==> src/rtl/crossbar_output_arbiter.sv <==
// Per-output round-robin scheduler for a 4x4 crossbar: each output grants one input and holds
// that grant until the packet ends, the request drops, or the hold timer expires.
module crossbar_output_arbiter #(
  parameter int NUM_PORTS   = 4,
  parameter int TIMEOUT_W   = 8,
  parameter int TIMEOUT_MAX = 200
) (
  input  logic       clk,
  input  logic       reset,
  input  logic [3:0] req,
  input  logic [7:0] req_dest,
  input  logic [3:0] req_last,
  output logic [3:0] grant,
  output logic [2:0] answer0,
  output logic [2:0] answer1,
  output logic [2:0] answer2,
  output logic [2:0] answer3,
  output logic [3:0] timeout_evt
);

  typedef enum logic {
    S_IDLE = 1'b0,
    S_BUSY = 1'b1
  } state_t;

  localparam bit                   TO_EN     = (TIMEOUT_MAX != 0);
  localparam logic [TIMEOUT_W-1:0] HOLD_LAST = TIMEOUT_W'(TO_EN ? TIMEOUT_MAX - 1 : 0);

  state_t               r_state    [NUM_PORTS];
  state_t               w_state_nxt[NUM_PORTS];
  logic [1:0]           r_owner    [NUM_PORTS];
  logic [1:0]           w_owner_nxt[NUM_PORTS];
  logic [1:0]           r_rr_ptr   [NUM_PORTS];
  logic [1:0]           w_rr_nxt   [NUM_PORTS];
  logic [TIMEOUT_W-1:0] r_hold_cnt [NUM_PORTS];
  logic [TIMEOUT_W-1:0] w_hold_nxt [NUM_PORTS];
  logic [NUM_PORTS-1:0] r_timeout_evt;
  logic [NUM_PORTS-1:0] w_timeout_nxt;
  logic [NUM_PORTS-1:0] w_grant;
  logic [NUM_PORTS-1:0] w_cand     [NUM_PORTS];
  logic [2:0]           w_pick     [NUM_PORTS];
  logic [2:0]           w_answer   [NUM_PORTS];

  // Returns {found, index} of the first set candidate at or after ptr, wrapping 3->0.
  function automatic logic [2:0] rr_pick(input logic [3:0] cand, input logic [1:0] ptr);
    logic [2:0] res;
    logic [1:0] idx;
    res = 3'b000;
    for (int k = 3; k >= 0; k--) begin
      idx = ptr + 2'(k);
      if (cand[idx]) res = {1'b1, idx};
    end
    return res;
  endfunction

  always_comb begin
    w_grant = '0;
    for (int o = 0; o < NUM_PORTS; o++) begin
      if (r_state[o] == S_BUSY) w_grant[r_owner[o]] = 1'b1;
    end
  end

  // An input already holding a grant elsewhere is excluded so it never owns two outputs.
  always_comb begin
    for (int o = 0; o < NUM_PORTS; o++) begin
      w_cand[o] = '0;
      for (int i = 0; i < NUM_PORTS; i++) begin
        w_cand[o][i] = req[i] && (req_dest[2*i +: 2] == 2'(o)) && !w_grant[i];
      end
      w_pick[o] = rr_pick(w_cand[o], r_rr_ptr[o]);
    end
  end

  always_comb begin
    w_timeout_nxt = '0;
    for (int o = 0; o < NUM_PORTS; o++) begin
      w_state_nxt[o] = r_state[o];
      w_owner_nxt[o] = r_owner[o];
      w_rr_nxt[o]    = r_rr_ptr[o];
      w_hold_nxt[o]  = r_hold_cnt[o];
      case (r_state[o])
        S_IDLE: begin
          if (w_pick[o][2]) begin
            w_state_nxt[o] = S_BUSY;
            w_owner_nxt[o] = w_pick[o][1:0];
            w_rr_nxt[o]    = w_pick[o][1:0] + 2'd1;
            w_hold_nxt[o]  = '0;
          end
        end
        S_BUSY: begin
          if (req_last[r_owner[o]] || !req[r_owner[o]]) begin
            w_state_nxt[o] = S_IDLE;
          end else if (TO_EN && (r_hold_cnt[o] == HOLD_LAST)) begin
            w_state_nxt[o]   = S_IDLE;
            w_timeout_nxt[o] = 1'b1;
          end else begin
            w_hold_nxt[o] = r_hold_cnt[o] + 1'b1;
          end
        end
        default: w_state_nxt[o] = S_IDLE;
      endcase
    end
  end

  always_ff @(posedge clk) begin
    if (reset) begin
      for (int o = 0; o < NUM_PORTS; o++) begin
        r_state[o]    <= S_IDLE;
        r_owner[o]    <= 2'd0;
        r_rr_ptr[o]   <= 2'd0;
        r_hold_cnt[o] <= '0;
      end
      r_timeout_evt <= '0;
    end else begin
      for (int o = 0; o < NUM_PORTS; o++) begin
        r_state[o]    <= w_state_nxt[o];
        r_owner[o]    <= w_owner_nxt[o];
        r_rr_ptr[o]   <= w_rr_nxt[o];
        r_hold_cnt[o] <= w_hold_nxt[o];
      end
      r_timeout_evt <= w_timeout_nxt;
    end
  end

  // Source bits are forced to zero whenever the select is not valid.
  always_comb begin
    for (int o = 0; o < NUM_PORTS; o++) begin
      w_answer[o] = (r_state[o] == S_BUSY) ? {1'b1, r_owner[o]} : 3'b000;
    end
  end

  assign grant       = w_grant;
  assign timeout_evt = r_timeout_evt;
  assign answer0     = w_answer[0];
  assign answer1     = w_answer[1];
  assign answer2     = w_answer[2];
  assign answer3     = w_answer[3];

endmodule

==> config.mk <==
export PLATFORM = sky130hd
export DESIGN_NAME = crossbar_output_arbiter
export DESIGN_NICKNAME = d
export VERILOG_FILES = /design/src/rtl/crossbar_output_arbiter.sv
export SDC_FILE = /design/constraint.sdc
export NUM_CORES = 1
export LEC_CHECK = 0
export BUFFER_PORTS_ARGS = -buffer_cell sky130_fd_sc_hd__buf_2
export CAP_MARGIN = 25
export CORE_AREA = 2 2 107 109
export CTS_CLUSTER_DIAMETER = 60
export DETAILED_ROUTE_END_ITERATION = 10
export DIE_AREA = 0 0 109 111
export PLACE_DENSITY = 0.47
export SLEW_MARGIN = 20
export SYNTH_ARGS = -nofsm -noshare
export SYNTH_HDL_FRONTEND = slang
export SYNTH_SLANG_ARGS = --single-unit
==> constraint.sdc <==
create_clock -name clk -period 5.9 [get_ports clk]
set_input_delay 1.475 -clock clk [delete_from_list [all_inputs] [get_ports clk]]
set_output_delay 1.475 -clock clk [all_outputs]
set_load 0.05 [all_outputs]
Word-level counts from Yosys, hierarchy flattened
Memories as Yosys holds them, arrays and structs flattened.
Index checks and enable logic that the tools add are counted.

word-level totals
  register bits after elaboration = 4
  bits in writable memories = 52
  input bits = 18
  output and inout port bits = 20
  word-level logic and storage cells = 298
  memories kept = 4

memory list
  name        words  bits a word  rd ports  clocked after memory_dff  wr ports  line  source
  r_hold_cnt  4      8            4         0                         4         35    logic [TIMEOUT_W-1:0] r_hold_cnt [NUM_PORTS];
  r_owner     4      2            4         0                         4         31    logic [1:0] r_owner [NUM_PORTS];
  r_rr_ptr    4      2            4         0                         4         33    logic [1:0] r_rr_ptr [NUM_PORTS];
  r_state     4      1            4         0                         4         29    state_t r_state [NUM_PORTS];

cells by class
  add/subtract/negate cells = 20
  magnitude comparators = 24
  equal/unequal tests = 16
  multiplexer cells = 151
  bitwise gates (word level) = 23
  reduce and logical (&&, ||, !) cells = 56

operator list
  kind                                                                           count
  8-bit 2-to-1 mux                                                               16
  8-bit one-hot mux with 2 select lines                                          4
  2-bit by 3-bit less-than comparator with 1-bit output (second input constant)  20
  3-bit 2-to-1 mux                                                               20
  1-bit 2-to-1 mux                                                               51
  1-bit binary-select mux with 2-bit select                                      24
  2-bit 2-to-1 mux                                                               24
  1-bit logical AND                                                              36
  8-bit by 1-bit adder with 8-bit output (second input constant)                 4
  8-bit == test (second input constant)                                          4
  2-bit by 1-bit adder with 2-bit output (second input constant)                 8
  2-bit adder (second input constant)                                            8
  2-bit == test (second input constant)                                          8
  4-bit 2-to-1 mux                                                               4
  1-bit OR                                                                       16
  4-bit OR                                                                       3
  3-bit OR reduction                                                             4
  1-bit demux with 2-bit select                                                  4
  2-bit by 1-bit == test with 1-bit output (second input constant)               4
  2-bit by 1-bit >= comparator with 1-bit output (second input constant)         4
  1-bit zero test                                                                8
  2-bit zero test                                                                4
  1-bit one-hot mux with 2 select lines                                          4
  1-bit logical OR                                                               4
  1-bit inverter                                                                 4

Longest topological paths before layout
Gate-level depths: netlist of run 1.

  depth after elaboration = 23
  mapped depth = 10

Worst setup path after synthesis of run 1
OpenSTA, ideal clock, no wires.

  path kind = in2reg
  from = input port req[0]
  to = memory r_hold_cnt[0][5]
  setup time = 0.070 ns
  arrival time = 2.919 ns
  required time = 5.830 ns
  path slack = 2.911 ns
  stages on the path = 8
  buffers on the path = 1
  cell sequence = nor2b_1 a221oi_1 o21a_1 nor2b_1 clkbuf_1 nor2_1 or3_1 a21oi_1

RTL lines
  element             line  source
  start: declaration  10    input logic [3:0] req,
  end: declaration    35

==> flow_summary.json, run 1 <==
{
  "status": "completed",
  "synth_area_leaders": "dfxtp_1 (35%), nor2_1 (7.1%), xor2_1 (3.8%), mux2i_1 (2.8%), nand2_1 (2.7%)",
  "switching_share": 0.299,
  "drc": 0,
  "max_cap_violations": 0,
  "syn_area_per_cell_um2": 8.46,
  "comb_power_share": 0.191,
  "required_ns": 4.43,
  "antenna_found_initial": 0,
  "place_hpwl_um": 6070,
  "netlist_area_mm2": 0.00323,
  "synth_area_leader_cell": "dfxtp_1",
  "final_common_cell": "nor2_1",
  "cts_inserted_buffers": 5,
  "r2r_cells": 7,
  "initial_core_util": 0.292,
  "clock_latency_ns": 0.29,
  "crit_path_end_kind": "output pin",
  "yosysSeqAreaShare": 0.347,
  "drive_gt1_frac": 0.156,
  "cts_resized": 0,
  "power.switching_w": 0.000265,
  "grt_pass1_vias": 2752,
  "setup_tns_ns": 0,
  "rsz0062_at_grt": "no",
  "cp-start-kind": "flop",
  "setup_viol": 0,
  "wl_um": 8070,
  "final_util": 0.329,
  "dieArea_mm2": 0.0121,
  "wire_per_inst_um": 14.6,
  "via_count": 2822,
  "reg2reg_to": "r_hold_cnt[3][5]$_SDFFE_PP0P_",
  "whs_ns": 0.510,
  "synth_flop_cell": "dfxtp_1",
  "crit_arrival_ns": 1.80,
  "io_pins": 38,
  "root_buffer": "clkbuf_16",
  "p_clk_frac": 0.338,
  "clock.fmax_ghz": 0.306,
  "ys.warnings.count": 0,
  "register_area_mm2": 0.00112,
  "cp_cell_sequence": "nor2b_1 -> a22oi_1 -> nand2_1 -> buf_2",
  "die_w_um": 109,
  "tightest_slew_ns": 1.02,
  "row_count": 39,
  "hold_start": "r_hold_cnt[0][6]$_SDFFE_PP0P_",
  "p_per_area_mw_per_mm2": 243,
  "cts_tree": "yes",
  "synth_top_area_share": 0.347,
  "r2r_setup_slack_ns": 3.04,
  "globalRouteTotalUtil": 0.138,
  "finClkSkew_ns": 0.00502,
  "mostFrequentLayoutCells": "nor2_1 (61), dfxtp_1 (56), buf_2 (37)",
  "path_class": "reg -> out",
  "core_area_mm2": 0.0111,
  "die_h_um": 111,
  "timing.final.crit_share": 0.554,
  "grt_max_degree": 39,
  "hold_viol": 0,
  "drt_iter0_drc": 145,
  "fin_nets": 431,
  "period_needed_ns": 3.27,
  "ant_nets": 0,
  "gp_congestion": 0.837,
  "reg2reg_from": "r_state[0]$_SDFF_PP0_",
  "ys_ff_latch": 56,
  "cts_buffer_depth": 2,
  "ys_async_sr_fraction": 0,
  "drt_pass1_iterations": 4,
  "syn_to_final_growth_pct": 12.8,
  "num_antenna_cells": 0,
  "numClockSinks": 56,
  "syn_nets": 404,
  "cellLeakagePower_nw": 1.33,
  "grt_overflow": 0,
  "syn_inst": 382,
  "fill_cells": 1170,
  "clk_pin_slew_ns": 0.07,
  "multi_input_area_mm2": 0.00198,
  "cts_hold_buf": 0,
  "max-vdd-ir-drop_mv": 0.149,
  "min_path_type": "reg -> reg",
  "power_report.internal_total_w": 0.000621,
  "holdPathStages": 2,
  "h-tree-depth": 2,
  "drv_slew": 0,
  "port_buffers": 37,
  "max_stage_delay_ns": 0.52,
  "grt_pass1_wl_um": 13400,
  "relSlewSlack": 0.314,
  "cp_max_fo": 7,
  "holdPathEnd": "r_hold_cnt[0][6]$_SDFFE_PP0P_",
  "cts_setup_buffers": 0,
  "avgViaCountPerCell": 5.10,
  "ys_types": 58,
  "slowest_stage": "a22oi_1",
  "synth_edf_count": 0,
  "power_w": 0.000886,
  "seq_power_share": 0.472
}
-- through the flow --
step                std cells  setup WS [ns]  area [um^2]
floorplan                 382           2.91         3230
global placement          545           2.43         3500
detailed placement        545           2.34         3500
CTS                       553           2.64         3640
global route              553           2.44         3640
finish                    553           2.63         3640
-- cell usage after synthesis, types with 6 or more instances --
cell	count
nand2_1	23
nor3_1	6
mux2i_1	9
nand3b_1	8
inv_1	8
a21oi_1	15
nand4_1	12
and2_1	6
a211oi_1	9
xor2_1	14
o21ai_0	15
nand3_1	11
clkbuf_1	8
or3_1	7
nor2_1	61
dfxtp_1	56
nor2b_1	10
and3_1	9
xnor2_1	9
-- layout make-up --
cell class / instances / area share
Timing Repair Buffer: 37 / 0.0508
Sequential cell: 56 / 0.308
Clock buffer: 8 / 0.0402
Tap cell: 143 / 0.0491
Inverter: 9 / 0.00927
Multi-Input combinational cell: 300 / 0.543
-- state kept, by name (all words and copies together) (netlist names) --
name,flops
r_hold_cnt,32
r_rr_ptr,8
r_owner,8
timeout_evt,4
r_state,4
-- power by group through the flow --
| stage | combinational [W] | clock, W | sequential (W) |
|---|---|---|---|
| finish | 0.000169 | 0.000299 | 0.000418 |
| CTS | 0.000170 | 0.000311 | 0.000418 |
| global route | 0.000186 | 0.000327 | 0.000421 |
| detailed placement | 0.000169 | 0 | 0.000427 |
| floorplan | 0.000140 | 0 | 0.000417 |
| global placement | 0.000167 | 0 | 0.000427 |
-- cell families after synthesis --
family                   synth area share
AO/OA/AOI/OAI                       0.194
XOR/XNOR                           0.0623
adder cells (fa/ha/maj)            0.0155
buffers and inverters              0.0406
flip-flops                          0.347
multiplexers                       0.0523
AND/OR/NAND/NOR                     0.289
-- how the worst max path moves through the flow --
stage	startpoint	end	slack, ns
after floorplan	req[0]	r_hold_cnt[0][5]$_SDFFE_PP0P_	2.91
after global placement	req[3]	r_hold_cnt[3][5]$_SDFFE_PP0P_	2.43
after detailed placement	req[0]	r_hold_cnt[0][5]$_SDFFE_PP0P_	2.34
after CTS	req[0]	r_hold_cnt[0][5]$_SDFFE_PP0P_	2.64
after global routing	req[0]	r_hold_cnt[0][5]$_SDFFE_PP0P_	2.44
final	r_state[0]$_SDFF_PP0_	grant[0]	2.63
-- worst max-delay path: cells and delay by family, from the launching register on --
family / cells / cell delay (ns)
compound gates: 1 / 0.52
flops: 1 / 0.41
simple gates: 2 / 0.34
buf+inv: 1 / 0.24
-- layer usage --
layer	GRT usage	wire (um)
met1	0.173	3610
met4	0.0350	68
met2	0.234	4040
met3	0.0364	343
met5	0	0
(Power assumes the default switching activity.)
==> inputs of run 2 (changes only) <==
Settings changed: PLACE_DENSITY 0.47 to 0.49.
Clock period 5.9 ns to 2.6 ns, I/O delays scaled along.
==> flow_summary.json, run 2 (synthesis results as in run 1) <==
{
  "mostFrequentLayoutCells": "nor2_1 (61), dfxtp_1 (56), buf_2 (37)",
  "max_cap_violations": 0,
  "period_needed_ns": 2.44,
  "numClockSinks": 56,
  "min_path_type": "reg -> reg",
  "final_util": 0.342,
  "use_met3": 0.0300,
  "cts_inserted_buffers": 5,
  "hold_start": "r_hold_cnt[0][7]$_SDFFE_PP0P_",
  "gp_congestion": 0.825,
  "grt.met2_usage": 0.239,
  "r2r_cells": 8,
  "r2r_setup_slack_ns": 0.16,
  "clock_latency_ns": 0.29,
  "avgViaCountPerCell": 5.17,
  "stdcell_count": 569,
  "holdPathEnd": "timeout_evt[0]$_SDFF_PP0_",
  "largest-register": "r_hold_cnt",
  "grt_overflow": 0,
  "crit_arrival_ns": 2.68,
  "cp_cell_sequence": "nand2_1 -> inv_1 -> a22o_1 -> or4_4 -> a41oi_2 -> nor2_2 -> or3_1 -> a21oi_1",
  "setup_viol": 0,
  "drc": 0,
  "path_class": "reg -> reg",
  "largest_reg_flops": 32,
  "h-tree-depth": 2,
  "clock.fmax_ghz": 0.409,
  "drt_iter0_drc": 126,
  "core_area_mm2": 0.0111,
  "ant_nets": 0,
  "cts_tree": "yes",
  "relSlewSlack": 0.643,
  "rsz0062_at_grt": "no",
  "slowest_stage": "or4_4",
  "antenna_found_initial": 0,
  "register_area_mm2": 0.00112,
  "post-place-ws_ns": 0.121,
  "via_count": 2942,
  "required_ns": 2.83,
  "root_buffer": "clkbuf_16",
  "cp-start-kind": "flop",
  "drv_slew": 0,
  "cts_buffer_depth": 2,
  "grt_pass1_wl_um": 13700,
  "max-vdd-ir-drop_mv": 0.229,
  "status": "completed",
  "wl_um": 8180,
  "wire_per_inst_um": 14.4,
  "multi_input_area_mm2": 0.00198,
  "syn_to_final_growth_pct": 17.1,
  "row_count": 39,
  "initial_core_util": 0.292,
  "drive_gt1_frac": 0.195,
  "fin_nets": 448,
  "io_pins": 38,
  "grt_pass1_vias": 2850,
  "clk_pin_slew_ns": 0.07,
  "dp_cells": 562,
  "die_h_um": 111,
  "grt_max_degree": 29,
  "dieArea_mm2": 0.0121,
  "port_buffers": 37,
  "tightest_slew_ns": 0.535,
  "grt_use_met1": 0.180,
  "finClkSkew_ns": 0.00670,
  "timing.final.crit_share": 0.940,
  "reg2reg_from": "r_owner[0][0]$_SDFFE_PP0P_",
  "reg.largest.list": "r_hold_cnt x32, r_owner x8, r_rr_ptr x8",
  "final_area_mm2": 0.00378,
  "cts_hold_buf": 0,
  "cp_max_fo": 8,
  "hold_viol": 0,
  "grt_busiest_layer": "met2",
  "cellLeakagePower_nw": 1.42,
  "final_common_cell": "nor2_1",
  "place_hpwl_um": 6340,
  "globalRouteTotalUtil": 0.144,
  "reg2reg_to": "r_hold_cnt[1][5]$_SDFFE_PP0P_",
  "postPlaceCellArea_mm2": 0.00363,
  "finalWorstSetupSlack_ns": 0.156,
  "crit_path_end_kind": "flop",
  "drt_pass1_iterations": 4,
  "die_w_um": 109,
  "num_antenna_cells": 0,
  "p_per_area_mw_per_mm2": 550,
  "holdPathStages": 2,
  "max_stage_delay_ns": 0.58,
  "setup_tns_ns": 0,
  "fill_cells": 1191
}
-- run 2: critical path, delay by kind of cell, from the launching register on --
kind | cells | cell delay (ns)
simple gates | 4 | 1.13
buf+inv | 1 | 0.07
compound gates | 3 | 0.80
flops | 1 | 0.37
-- run 2: per-layer routing --
metal,vias up,wire length (um)
met5,-,0
met3,17,258
met2,52,3920
met1,1383,3800
met4,0,204
li1,1490,-
-- run 2: final cells by class --
type	instances	share of cell area
multi-input combinational	300	0.524
clock buffer	7	0.0403
tap	143	0.0473
timing repair buffer	54	0.0827
inverter	9	0.00893
sequential	56	0.296
-- run 2: through the flow --
step / hold slack, ns / power (W)
3_5_place_dp: 0.502 / 0.00140
4_1_cts: 0.513 / 0.00211
5_1_grt: 0.537 / 0.00219
3_3_place_gp: 0.480 / 0.00140
6_report: 0.510 / 0.00208
2_1_floorplan: 0.459 / 0.00126
-- run 2: worst max path at each step --
stage | from | endpoint | slack [ns] | cells past startpoint
after floorplan | r_state[0]$_SDFF_PP0_ | r_hold_cnt[1][5]$_SDFFE_PP0P_ | 0.21 | 8
after global placement | req[3] | r_hold_cnt[2][5]$_SDFFE_PP0P_ | 0.15 | 8
after detailed placement | req[0] | r_hold_cnt[2][7]$_SDFFE_PP0P_ | 0.12 | 8
after CTS | r_owner[0][0]$_SDFFE_PP0P_ | r_hold_cnt[1][5]$_SDFFE_PP0P_ | 0.16 | 8
after global routing | r_owner[0][0]$_SDFFE_PP0P_ | r_hold_cnt[1][5]$_SDFFE_PP0P_ | 0.04 | 8
final | r_owner[0][0]$_SDFFE_PP0P_ | r_hold_cnt[1][5]$_SDFFE_PP0P_ | 0.16 | 8
-- run 2: timing repair --
action	4_1_cts	5_1_grt
setup endpoints to repair	0	2
endpoints found under the hold margin	0	0
buffers inserted	0	0
gates resized for setup	0	1
-- run 2: power by group --
part	switching, W	total, W	internal (W)
logic	0.000275	0.000444	0.000169
clock network	0.000297	0.000702	0.000405
registers	0.0000430	0.000936	0.000893
